===== src/rtl/hopfield_pkg.sv =====
// Shared constants, FSM state type and power-on contents for the Hopfield sequencer.
package hopfield_pkg;

   localparam int N_NEUR  = 25;
   localparam int N_LINKS = 625;
   localparam int W_BITS  = 4;
   localparam int S_BITS  = 8;
   localparam int A_BITS  = 10;

   typedef enum logic [2:0] {
      ST_IDLE,
      ST_LEARN,
      ST_R_FETCH,
      ST_R_MAC,
      ST_R_WB,
      ST_R_CHECK
   } hop_state_t;

   localparam logic [N_NEUR-1:0] PAT_DEF0 = 25'b0111010010100101001001111;
   localparam logic [N_NEUR-1:0] PAT_DEF1 = 25'b0011101001010000100011111;
   localparam logic [N_NEUR-1:0] PAT_DEF2 = 25'b1111000001000010000111110;
   localparam logic [N_NEUR-1:0] PAT_DEF3 = 25'b1000110001101011101110001;
   localparam logic [N_NEUR-1:0] NEUR_RST = 25'b0111010011100100001001110;

   // Power-on contents of pattern slot idx.
   function automatic logic [N_NEUR-1:0] pat_default(input int idx);
      case (idx)
         0:       return PAT_DEF0;
         1:       return PAT_DEF1;
         2:       return PAT_DEF2;
         default: return PAT_DEF3;
      endcase
   endfunction

   // Link address 25k+m built from shifts and adds so no multiplier is inferred.
   function automatic logic [A_BITS-1:0] link_addr(input logic [4:0] k, input logic [4:0] m);
      logic [A_BITS-1:0] kx;
      kx = {5'b00000, k};
      return (kx << 4) + (kx << 3) + kx + {5'b00000, m};
   endfunction

endpackage


===== src/rtl/hopfield_sequencer_link_ram.sv =====
// 625 x 4-bit single-port weight store, synchronous write, registered read.
module link_ram import hopfield_pkg::*; (
   input  logic              clk,
   input  logic              i_we,
   input  logic [A_BITS-1:0] i_addr,
   input  logic [W_BITS-1:0] i_wdata,
   output logic [W_BITS-1:0] o_rdata
);

   logic [W_BITS-1:0] r_mem [0:N_LINKS-1];
   logic [W_BITS-1:0] r_rdata;

   // Write port and one-cycle registered read so the array maps to block RAM.
   always_ff @(posedge clk) begin
      if (i_we) begin
         r_mem[i_addr] <= i_wdata;
      end
      r_rdata <= r_mem[i_addr];
   end

   assign o_rdata = r_rdata;

endmodule


===== src/rtl/hopfield_sequencer.sv =====
// Time-shared Hebbian learn and asynchronous recall controller for the 5x5 matrix.
module hopfield_sequencer import hopfield_pkg::*; #(
   parameter int N          = 25,
   parameter int P          = 4,
   parameter int MAX_SWEEPS = 8
) (
   input  logic         clk,
   input  logic         rst,
   input  logic         i_pat_we,
   input  logic [1:0]   i_pat_idx,
   input  logic [N-1:0] i_pat_data,
   input  logic         i_state_we,
   input  logic [N-1:0] i_state_data,
   input  logic         i_learn_req,
   input  logic         i_recall_req,
   output logic         o_busy,
   output logic         o_done,
   output logic         o_converged,
   output logic [3:0]   o_sweeps,
   output logic         o_learned,
   output logic [N-1:0] o_neurons
);

   hop_state_t               r_state;
   logic                     r_busy;
   logic                     r_done;
   logic                     r_conv;
   logic [3:0]               r_sweeps;
   logic                     r_learned;
   logic                     r_changed;
   logic [4:0]               r_k;
   logic [4:0]               r_m;
   logic signed [S_BITS-1:0] r_sum;
   logic [N_NEUR-1:0]        r_neurons;
   logic [N_NEUR-1:0]        r_pat [0:P-1];

   logic [P-1:0]             w_agree_bits;
   logic [2:0]               w_agree;
   logic [W_BITS-1:0]        w_weight;
   logic [W_BITS-1:0]        w_ram_rdata;
   logic signed [S_BITS-1:0] w_w_ext;
   logic signed [S_BITS-1:0] w_term;
   logic [4:0]               w_rd_m;
   logic [A_BITS-1:0]        w_addr;
   logic                     w_ram_we;
   logic                     w_new_bit;
   logic [3:0]               w_sweeps_inc;

   // One agreement bit per stored pattern for the current (k,m) link.
   genvar gi;
   generate
      for (gi = 0; gi < P; gi++) begin : g_agree
         assign w_agree_bits[gi] = (r_pat[gi][r_k] == r_pat[gi][r_m]);
      end
   endgenerate

   // Hebbian weight: agreements count +1, disagreements -1, i.e. 2*agree - P.
   always_comb begin
      w_agree = 3'd0;
      for (int p = 0; p < P; p++) begin
         w_agree = w_agree + {2'b00, w_agree_bits[p]};
      end
      w_weight = {w_agree, 1'b0} - 4'(P);
   end

   // During MAC the RAM is addressed one link ahead to hide its read latency.
   always_comb begin
      w_rd_m = r_m;
      if (r_state == ST_R_MAC && r_m != 5'd24) begin
         w_rd_m = r_m + 5'd1;
      end
   end

   assign w_addr       = link_addr(r_k, w_rd_m);
   assign w_ram_we     = (r_state == ST_LEARN);
   assign w_w_ext      = {{(S_BITS-W_BITS){w_ram_rdata[W_BITS-1]}}, w_ram_rdata};
   assign w_term       = r_neurons[r_m] ? w_w_ext : -w_w_ext;
   assign w_new_bit    = (r_sum > 8'sd0);
   assign w_sweeps_inc = r_sweeps + 4'd1;

   link_ram u_ram (
      .clk     (clk),
      .i_we    (w_ram_we),
      .i_addr  (w_addr),
      .i_wdata (w_weight),
      .o_rdata (w_ram_rdata)
   );

   // Sequencer FSM: learn sweep over all links, then neuron-by-neuron recall sweeps.
   always_ff @(posedge clk) begin
      if (!rst) begin
         r_state   <= ST_IDLE;
         r_busy    <= 1'b0;
         r_done    <= 1'b0;
         r_conv    <= 1'b0;
         r_sweeps  <= 4'd0;
         r_learned <= 1'b0;
         r_changed <= 1'b0;
         r_k       <= 5'd0;
         r_m       <= 5'd0;
         r_sum     <= '0;
         r_neurons <= NEUR_RST;
         for (int p = 0; p < P; p++) begin
            r_pat[p] <= pat_default(p);
         end
      end else begin
         r_done <= 1'b0;
         case (r_state)
            ST_IDLE: begin
               if (i_pat_we) begin
                  r_pat[i_pat_idx] <= i_pat_data;
               end
               if (i_state_we) begin
                  r_neurons <= i_state_data;
               end
               if (i_learn_req) begin
                  r_state   <= ST_LEARN;
                  r_busy    <= 1'b1;
                  r_learned <= 1'b0;
                  r_conv    <= 1'b0;
                  r_k       <= 5'd0;
                  r_m       <= 5'd0;
               end else if (i_recall_req && r_learned) begin
                  r_state   <= ST_R_FETCH;
                  r_busy    <= 1'b1;
                  r_conv    <= 1'b0;
                  r_sweeps  <= 4'd0;
                  r_changed <= 1'b0;
                  r_k       <= 5'd0;
                  r_m       <= 5'd0;
               end
            end
            ST_LEARN: begin
               if (r_m == 5'd24) begin
                  r_m <= 5'd0;
                  if (r_k == 5'd24) begin
                     r_state   <= ST_IDLE;
                     r_busy    <= 1'b0;
                     r_done    <= 1'b1;
                     r_learned <= 1'b1;
                  end else begin
                     r_k <= r_k + 5'd1;
                  end
               end else begin
                  r_m <= r_m + 5'd1;
               end
            end
            ST_R_FETCH: begin
               r_sum   <= '0;
               r_m     <= 5'd0;
               r_state <= ST_R_MAC;
            end
            ST_R_MAC: begin
               r_sum <= r_sum + w_term;
               if (r_m == 5'd24) begin
                  r_state <= ST_R_WB;
               end else begin
                  r_m <= r_m + 5'd1;
               end
            end
            ST_R_WB: begin
               r_neurons[r_k] <= w_new_bit;
               if (w_new_bit != r_neurons[r_k]) begin
                  r_changed <= 1'b1;
               end
               r_m <= 5'd0;
               if (r_k == 5'd24) begin
                  r_state <= ST_R_CHECK;
               end else begin
                  r_k     <= r_k + 5'd1;
                  r_state <= ST_R_FETCH;
               end
            end
            ST_R_CHECK: begin
               r_sweeps <= w_sweeps_inc;
               if (!r_changed) begin
                  r_conv  <= 1'b1;
                  r_done  <= 1'b1;
                  r_busy  <= 1'b0;
                  r_state <= ST_IDLE;
               end else if (w_sweeps_inc == 4'(MAX_SWEEPS)) begin
                  r_conv  <= 1'b0;
                  r_done  <= 1'b1;
                  r_busy  <= 1'b0;
                  r_state <= ST_IDLE;
               end else begin
                  r_changed <= 1'b0;
                  r_k       <= 5'd0;
                  r_state   <= ST_R_FETCH;
               end
            end
            default: begin
               r_state <= ST_IDLE;
               r_busy  <= 1'b0;
            end
         endcase
      end
   end

   assign o_busy      = r_busy;
   assign o_done      = r_done;
   assign o_converged = r_conv;
   assign o_sweeps    = r_sweeps;
   assign o_learned   = r_learned;
   assign o_neurons   = r_neurons;

endmodule


===== config.mk =====
export PLATFORM = sky130hd
export DESIGN_NAME = hopfield_sequencer
export DESIGN_NICKNAME = d
export VERILOG_FILES = /design/src/rtl/hopfield_pkg.sv /design/src/rtl/hopfield_sequencer_link_ram.sv /design/src/rtl/hopfield_sequencer.sv
export SDC_FILE = /design/constraint.sdc
export NUM_CORES = 2
export LEC_CHECK = 0
export ABC_AREA = 1
export CAP_MARGIN = 40
export CORE_MARGIN = 3
export CORE_UTILIZATION = 35
export DETAILED_ROUTE_END_ITERATION = 12
export GPL_TIMING_DRIVEN = 0
export PLACE_DENSITY = 0.49
export SETUP_SLACK_MARGIN = 0.3
export SKIP_CTS_REPAIR_TIMING = 1
export SLEW_MARGIN = 5
export SYNTH_ARGS = -nofsm -noshare
export SYNTH_HDL_FRONTEND = slang
export SYNTH_SLANG_ARGS = --single-unit

===== constraint.sdc =====
create_clock -name clk -period 15.8 [get_ports clk]
set_input_delay 3.16 -clock clk [delete_from_list [all_inputs] [get_ports clk]]
set_output_delay 3.16 -clock clk [all_outputs]
set_load 0.03 [all_outputs]

# --- Yosys cells after proc, flatten, opt, wreduce, memory -nomap -nowiden ---
# Memory sizes are Yosys's and may differ from the RTL's. A register that Yosys moved wholly into a read port is not among the register bits.
# Index checks and enable logic that the tools add are counted.
totals:
  register_bits: 55
  mem_bits_rw: 2600
  input_bits: 58
  n_memories: 2
mem_list:
  columns: ["memory", "depth", "word_bits", "rd", "rd_clocked_by_memory_dff", "wr", "line_no", "rtl"]
  rows:
  - ["u_ram.r_mem", 625, 4, 1, 1, 1, "hopfield_sequencer_link_ram.sv:10", "logic [W_BITS-1:0] r_mem [0:N_LINKS-1];"]
  - ["r_pat", 4, 25, 4, 0, 4, "hopfield_sequencer.sv:35", "logic [N_NEUR-1:0] r_pat [0:P-1];"]
op_classes:
  add_sub_neg: 12
  order_cmp: 4
  n_eq_ne: 27
  n_mux: 88
  bitwise: 1
  reduce_logical: 23
op_table:
  columns: ["operator", "count"]
  rows:
  - ["$mux 25", 6]
  - ["$bmux 1 s5", 10]
  - ["$pmux 25 s2", 1]
  - ["$mux 5", 9]
  - ["$pmux 5 s4", 2]
  - ["$mux 1", 38]
  - ["$bwmux 25", 1]
  - ["$reduce_or 25->1", 1]
  - ["$add 10x5->10", 2]
  - ["$ne 2x2->1 const B", 10]
  - ["$mux 3", 6]
  - ["$pmux 3 s6", 1]
  - ["$pmux 8 s2", 1]
  - ["$lt 5x6->1 const B", 2]
  - ["$reduce_and 4->1", 3]
  - ["$add 5x1->5 const B", 2]
  - ["$add 9x8->10", 1]
  - ["$eq 5x5->1 const B", 2]
  - ["$reduce_and 5->1", 2]
  - ["$reduce_and 3->1", 3]
  - ["$add 8x8->8", 1]
  - ["$gt 8x1->1 const B", 1]
  - ["$mux 4", 2]
  - ["$mux 8", 1]
  - ["31 further kinds", 47]

# --- Logic depth before layout (Yosys ltp) ---
# An unclocked memory read counts as a cell.
depth:
  ltp_word: 8
  depth_mapped: 33
  depth_no_buf: 31

# --- By module ---
# From an unflattened synthesis, not the netlist that was laid out.
unflattened:
  cells_unflattened: 10843
  area_unflattened_um2: 113134.8
by_module_without_submodules:
  columns: ["module", "instances", "cells_per_inst", "area_each_um2", "seq_area_each_um2"]
  rows:
  - ["link_ram", 1, 9517, 103023.8, 75152.1]
  - ["hopfield_sequencer", 1, 1326, 10110.9, 4103.9]

# --- Worst setup path before layout ---
# No wires, ideal clock.
synth_path:
  path_kind: "reg-to-reg"
  start: "reg r_k[1]"
  end: "mem u_ram.r_mem[0][3] (data pin)"
  setup_time_ns: 1.843
  arrival_time_ns: 10.426
  required_ns: 13.957
  path_slack_ns: 3.531
  stages_incl_launch_ff: 14
  path_buffers: 2
  synth_period_minus_slack_ns: 12.269
  cell_sequence: "dfxtp_1 > clkbuf_1 > clkbuf_1 > o21ai_0 > o21ai_0 > o211ai_1 > nand4_1 > o21ai_0 > xor2_1 > fa_1 > inv_1 > ha_1 > inv_1 > ha_1"
synth_via:
  elab_chain_len: 7
synth_lines:
  columns: ["item", "line_no", "rtl"]
  rows:
  - ["start: declaration", "hopfield_sequencer.sv:31", "logic [4:0] r_k;"]
  - ["start signal: assignment", "hopfield_sequencer.sv:142", "r_k <= r_k + 5'd1;"]
  - ["start signal: assignment", "hopfield_sequencer.sv:170", "r_k <= r_k + 5'd1;"]
  - ["$bmux 1 s5", "hopfield_sequencer.sv:53", "assign w_agree_bits[gi] = (r_pat[gi][r_k] == r_pat[gi][r_m]);"]
  - ["$mux 1 (not written as such)", "hopfield_sequencer.sv:53", null]
  - ["$eq 1x1->1", "hopfield_sequencer.sv:53", null]
  - ["$add 1x1->2", "hopfield_sequencer.sv:61", "w_agree = w_agree + {2'b00, w_agree_bits[p]};"]
  - ["$add 2x1->3", "hopfield_sequencer.sv:61", null]
  - ["$add 3x1->3 (*)", "hopfield_sequencer.sv:61", null]
  - ["$sub 4x3->4 (*)", "hopfield_sequencer.sv:63", "w_weight = {w_agree, 1'b0} - 4'(P);"]
  - ["net u_ram.i_wdata[3]", "hopfield_sequencer_link_ram.sv:6", "input logic [W_BITS-1:0] i_wdata,"]
  - ["end: declaration", "hopfield_sequencer_link_ram.sv:10", null]
# Mark *: on every way through the listed nets, which the timed path passes. The rest lies on a longest branch. The select of a mux whose other input is x is not followed.

# --- Worst setup path in the final report ---
layout_path:
  start: "reg r_m[0]"
  end: "reg u_ram.r_rdata[3] (netlist: u_ram.o_rdata[3]), read port of u_ram.r_mem"
layout_via:
  elab_chain_len: 4
layout_lines:
  columns: ["item", "line_no", "rtl"]
  rows:
  - ["start: declaration", "hopfield_sequencer.sv:32", "logic [4:0] r_m;"]
  - ["start signal: assignment", "hopfield_sequencer.sv:145", "r_m <= r_m + 5'd1;"]
  - ["start signal: assignment", "hopfield_sequencer.sv:158", "r_m <= r_m + 5'd1;"]
  - ["branches (longest 2 deep; another with $add 5x1->5)", null, null]
  - ["$mux 5 (*)", "hopfield_sequencer.sv:69", "if (r_state == ST_R_MAC && r_m != 5'd24) begin"]
  - ["$add 10x5->10 (*)", "hopfield_pkg.sv:39", "return (kx << 4) + (kx << 3) + kx + {5'b00000, m};"]
  - ["end: declaration", "hopfield_sequencer_link_ram.sv:11", "logic [W_BITS-1:0] r_rdata;"]
# Mark *: on every way between the ends.
# A chain may end at the register's enable or synchronous reset.

==> results.md <==
- Status: finished clean
- Crit path from: r_m[0]$_SDFFE_PN0P_
- Vias in the first global route: about 62000
- Area of the multi-input gates: roughly 22000 um^2
- Fin crit period: 8.63 ns
- Sw Share: roughly 46%
- Die area: 249000 um^2
- Most frequent cells in the layout: nand2_1, edfxtp_1, nor2_1, a22oi_1, buf_2
- Core Util, Final: 41.6%
- Std-Cell Core Area: 241000 um^2
- Synthesized flop and latch total: between 2000 and 2500
- Grt met2 use: about half
- Max cap viols: 0
- Inst Count DP: 10900
- Fillcell total: 23000
- CTS tree: done
- Hold path startpoint: o_busy$_SDFFE_PN0P_
- Cell internal pwr: roughly 0.014 W
- H-tree Lvls: 4
- Vias: roughly 70000
- Clk pwr share: about a fifth
- Die height: 499 um
- Rel. slew slack: between 20% and 30%
- RSZ-0062 raised after global routing: no
- WHS Path Cells: 2
- FFs w/ async S/R, synth: 0%
- Num CTS Buffers: roughly 220
- Finish-stage setup viols: 0
- RR Startpoint: r_m[0]$_SDFFE_PN0P_
- Reg2reg setup slack: around 7.2 ns
- Crit path top cell by count: nand2_1
- Final Hold Viols: 0
- Reg power frac: 35.4%
- Worst-path maximum fanout: 10
- Pins over their slew limit: 0
- Combinational share of power: 45.2%
- Met1 Usage GRT: 44.4%
- Most Crowded Layer GR: met2
- HPWL after DPL: 297000 um
- Most common cell after layout, fill and taps aside: nand2_1
- Total track usage: 34.5%
- FF-to-FF path depth: 30
- Share of cells above drive strength 1: approximately a tenth
- Mapped cell area: ~85000 um^2
- Met3 usage: a little over an eighth
- Routed WL: 443000 um
- DR DRC count: 0
- Hold Path Class: reg2reg
- Initial antenna violation count: 81
- Hold endpoint: o_busy$_SDFFE_PN0P_
- Drt wl/cell: a little under 40 um
- Fin crit share: ~55%
- Num Clock Sinks: ~2000
- IO Pins: 91
- Nets: between 8000 and 9000
- CTS Buffer Depth: 3
- Storage cell area: around 60000 um^2
- Power density cells: approximately 260 nW/um^2
- Number of cell rows: 180
- Post-synth EDFFs: 1975
- Max stage delay on crit path: approximately 0.84 ns
- Crit Path Category: reg2reg
- Pleak: between 30 and 40 nW
- Slew @ Worst Pin: around 1.1 ns
- Total Neg Setup Slack: 0 ns
- IO buf count: 89
- Max VDD drop: 0.000481 V
- Hold WS: ~0.44 ns
- Reg2reg end: u_ram.o_rdata[3]$_DFF_P_
- Worst-path clk slew: ~0.06 ns
- Worst setup SP type: register
- Number of synthesis warnings: 0
- Slowest CP cell: buf_2
- CTS root buffer: clkbuf_16
- Synth-to-Final Area Change: 17.8%
- Die width: 499 um
- Detail Route Antenna Nets: 0
- Worst setup EP type: register
- Fmax: approximately 120 MHz
- Critical Path AT: roughly 9.4 ns
- Vias per inst: between 6 and 7
- Net Count, Synth: 7631
- CP required: 16.60 ns
- Synth cell types: 48
- First-pass GRT wire length: between 500000 and 600000 um
- Initial Utilization: a little over a third
- Pin count of the biggest net entering global routing: approximately 150
- Final Skew: between 0.08 and 0.09 ns
- GP Congestion: slightly above 1
- Mapped Cells: approximately 7500
- Sw power: around 0.012 W
- Post-synthesis sequential area ratio: between 70% and 80%
- Main flop type after synthesis: edfxtp_1
- Final Non-Filler Cells: between 10000 and 15000
- Syn avg cell area: 11.3 um^2
- GR Overflow Total: 0
- Clk_lat worst skew: 0.92 ns
- Pre-antenna DRT Iters: 7
- Initial drt markers: around 15000
## sequential cells by signal, indices dropped and copies added (netlist names), 3 cells and up
name           count
u_ram.r_mem     1875
r_pat            100
o_neurons         25
r_sum              7
r_k                5
r_m                5
o_sweeps           4
r_state            3
u_ram.o_rdata      3
## area by class of cell
cell class              instances  area share (%)
repair buffers                228            3.81
flip-flops and latches       2032            60.3
clock inverters               131            1.33
clock buffers                 268            5.63
multi-input cells            4832            21.7
diodes                         89           0.222
inverters                     209           0.793
plain buffers                 453            2.17
well taps                    3185            3.98
## through the flow
stage | total power [W] | cell area [um^2] | setup slack (ns)
floorplan | 0.0122 | 85000 | 3.53
CTS | 0.0256 | 99800 | 7.63
global route | 0.0265 | 100000 | 7.26
detailed placement | 0.0206 | 92800 | 7.70
global placement | 0.0154 | 89900 | -8.19
finish | 0.0264 | 100000 | 7.17
## worst max path at each step
stage,cells after the start,to,slack [ns]
3_5_place_dp,30,u_ram.o_rdata[2]$_DFF_P_,7.70
3_3_place_gp,14,u_ram.r_mem[532][3]$_DFFE_PP_,-8.19
4_1_cts,30,u_ram.o_rdata[2]$_DFF_P_,7.63
6_report,30,u_ram.o_rdata[3]$_DFF_P_,7.17
2_1_floorplan,13,u_ram.r_mem[0][3]$_DFFE_PP_,3.53
5_1_grt,30,u_ram.o_rdata[2]$_DFF_P_,7.26
## cell usage after synthesis, types with 6 or more instances
master / number / area (um^2)
nand2_2: 10 / 62.6
dfxtp_1: 57 / 1140
xor2_1: 9 / 78.8
clkbuf_1: 157 / 589
o21ai_1: 7 / 35.0
inv_1: 191 / 717
nor2_1: 864 / 3240
buf_2: 261 / 1310
o21ai_0: 164 / 821
nor2_2: 15 / 93.8
fa_1: 6 / 120
buf_1: 25 / 93.8
inv_2: 12 / 45.0
a21boi_0: 7 / 52.6
buf_4: 9 / 67.6
ha_1: 41 / 513
a31o_2: 8 / 70.1
o2111ai_1: 8 / 70.1
nand3_1: 156 / 781
nand4_1: 173 / 1080
nand2_1: 2713 / 10200
a21oi_1: 169 / 846
a22oi_1: 373 / 2800
o31ai_1: 8 / 60.1
o211ai_1: 53 / 398
nor3_1: 15 / 75.1
edfxtp_1: 1975 / 59300
## power by group through the flow
stage,clock [W],sequential [W],combinational [W]
2_1_floorplan,0,0.00881,0.00339
3_3_place_gp,0,0.00791,0.00749
3_5_place_dp,0,0.00946,0.0111
4_1_cts,0.00511,0.00934,0.0111
5_1_grt,0.00532,0.00936,0.0118
6_report,0.00513,0.00936,0.0119
## routing by layer
metal  up-vias  wire length [um]
met2      6516            182000
met4        10             32300
li1      27200                 -
met1     34600            160000
met3      1492             67300
met5         -                88
## worst max-delay path, delay by kind of cell (launching register included)
family / cells / cell delay, ns
AOI/OAI and AO/OA: 2 / 0.69
adders and majority gates: 4 / 1.59
buffers and inverters: 8 / 2.55
DFF: 1 / 0.35
and+or+nand+nor: 16 / 3.28
## logic make-up after synthesis
kind of cell	count (synthesis)	synth area share, %
adders and majority gates	47	0.745
buffers and inverters	662	3.36
xor gates and xnor gates	14	0.171
DFF	2032	71.1
and+or+nand+nor	3958	18.4
AOI/OAI and AO/OA	813	6.21
(Power assumes the default switching activity.)
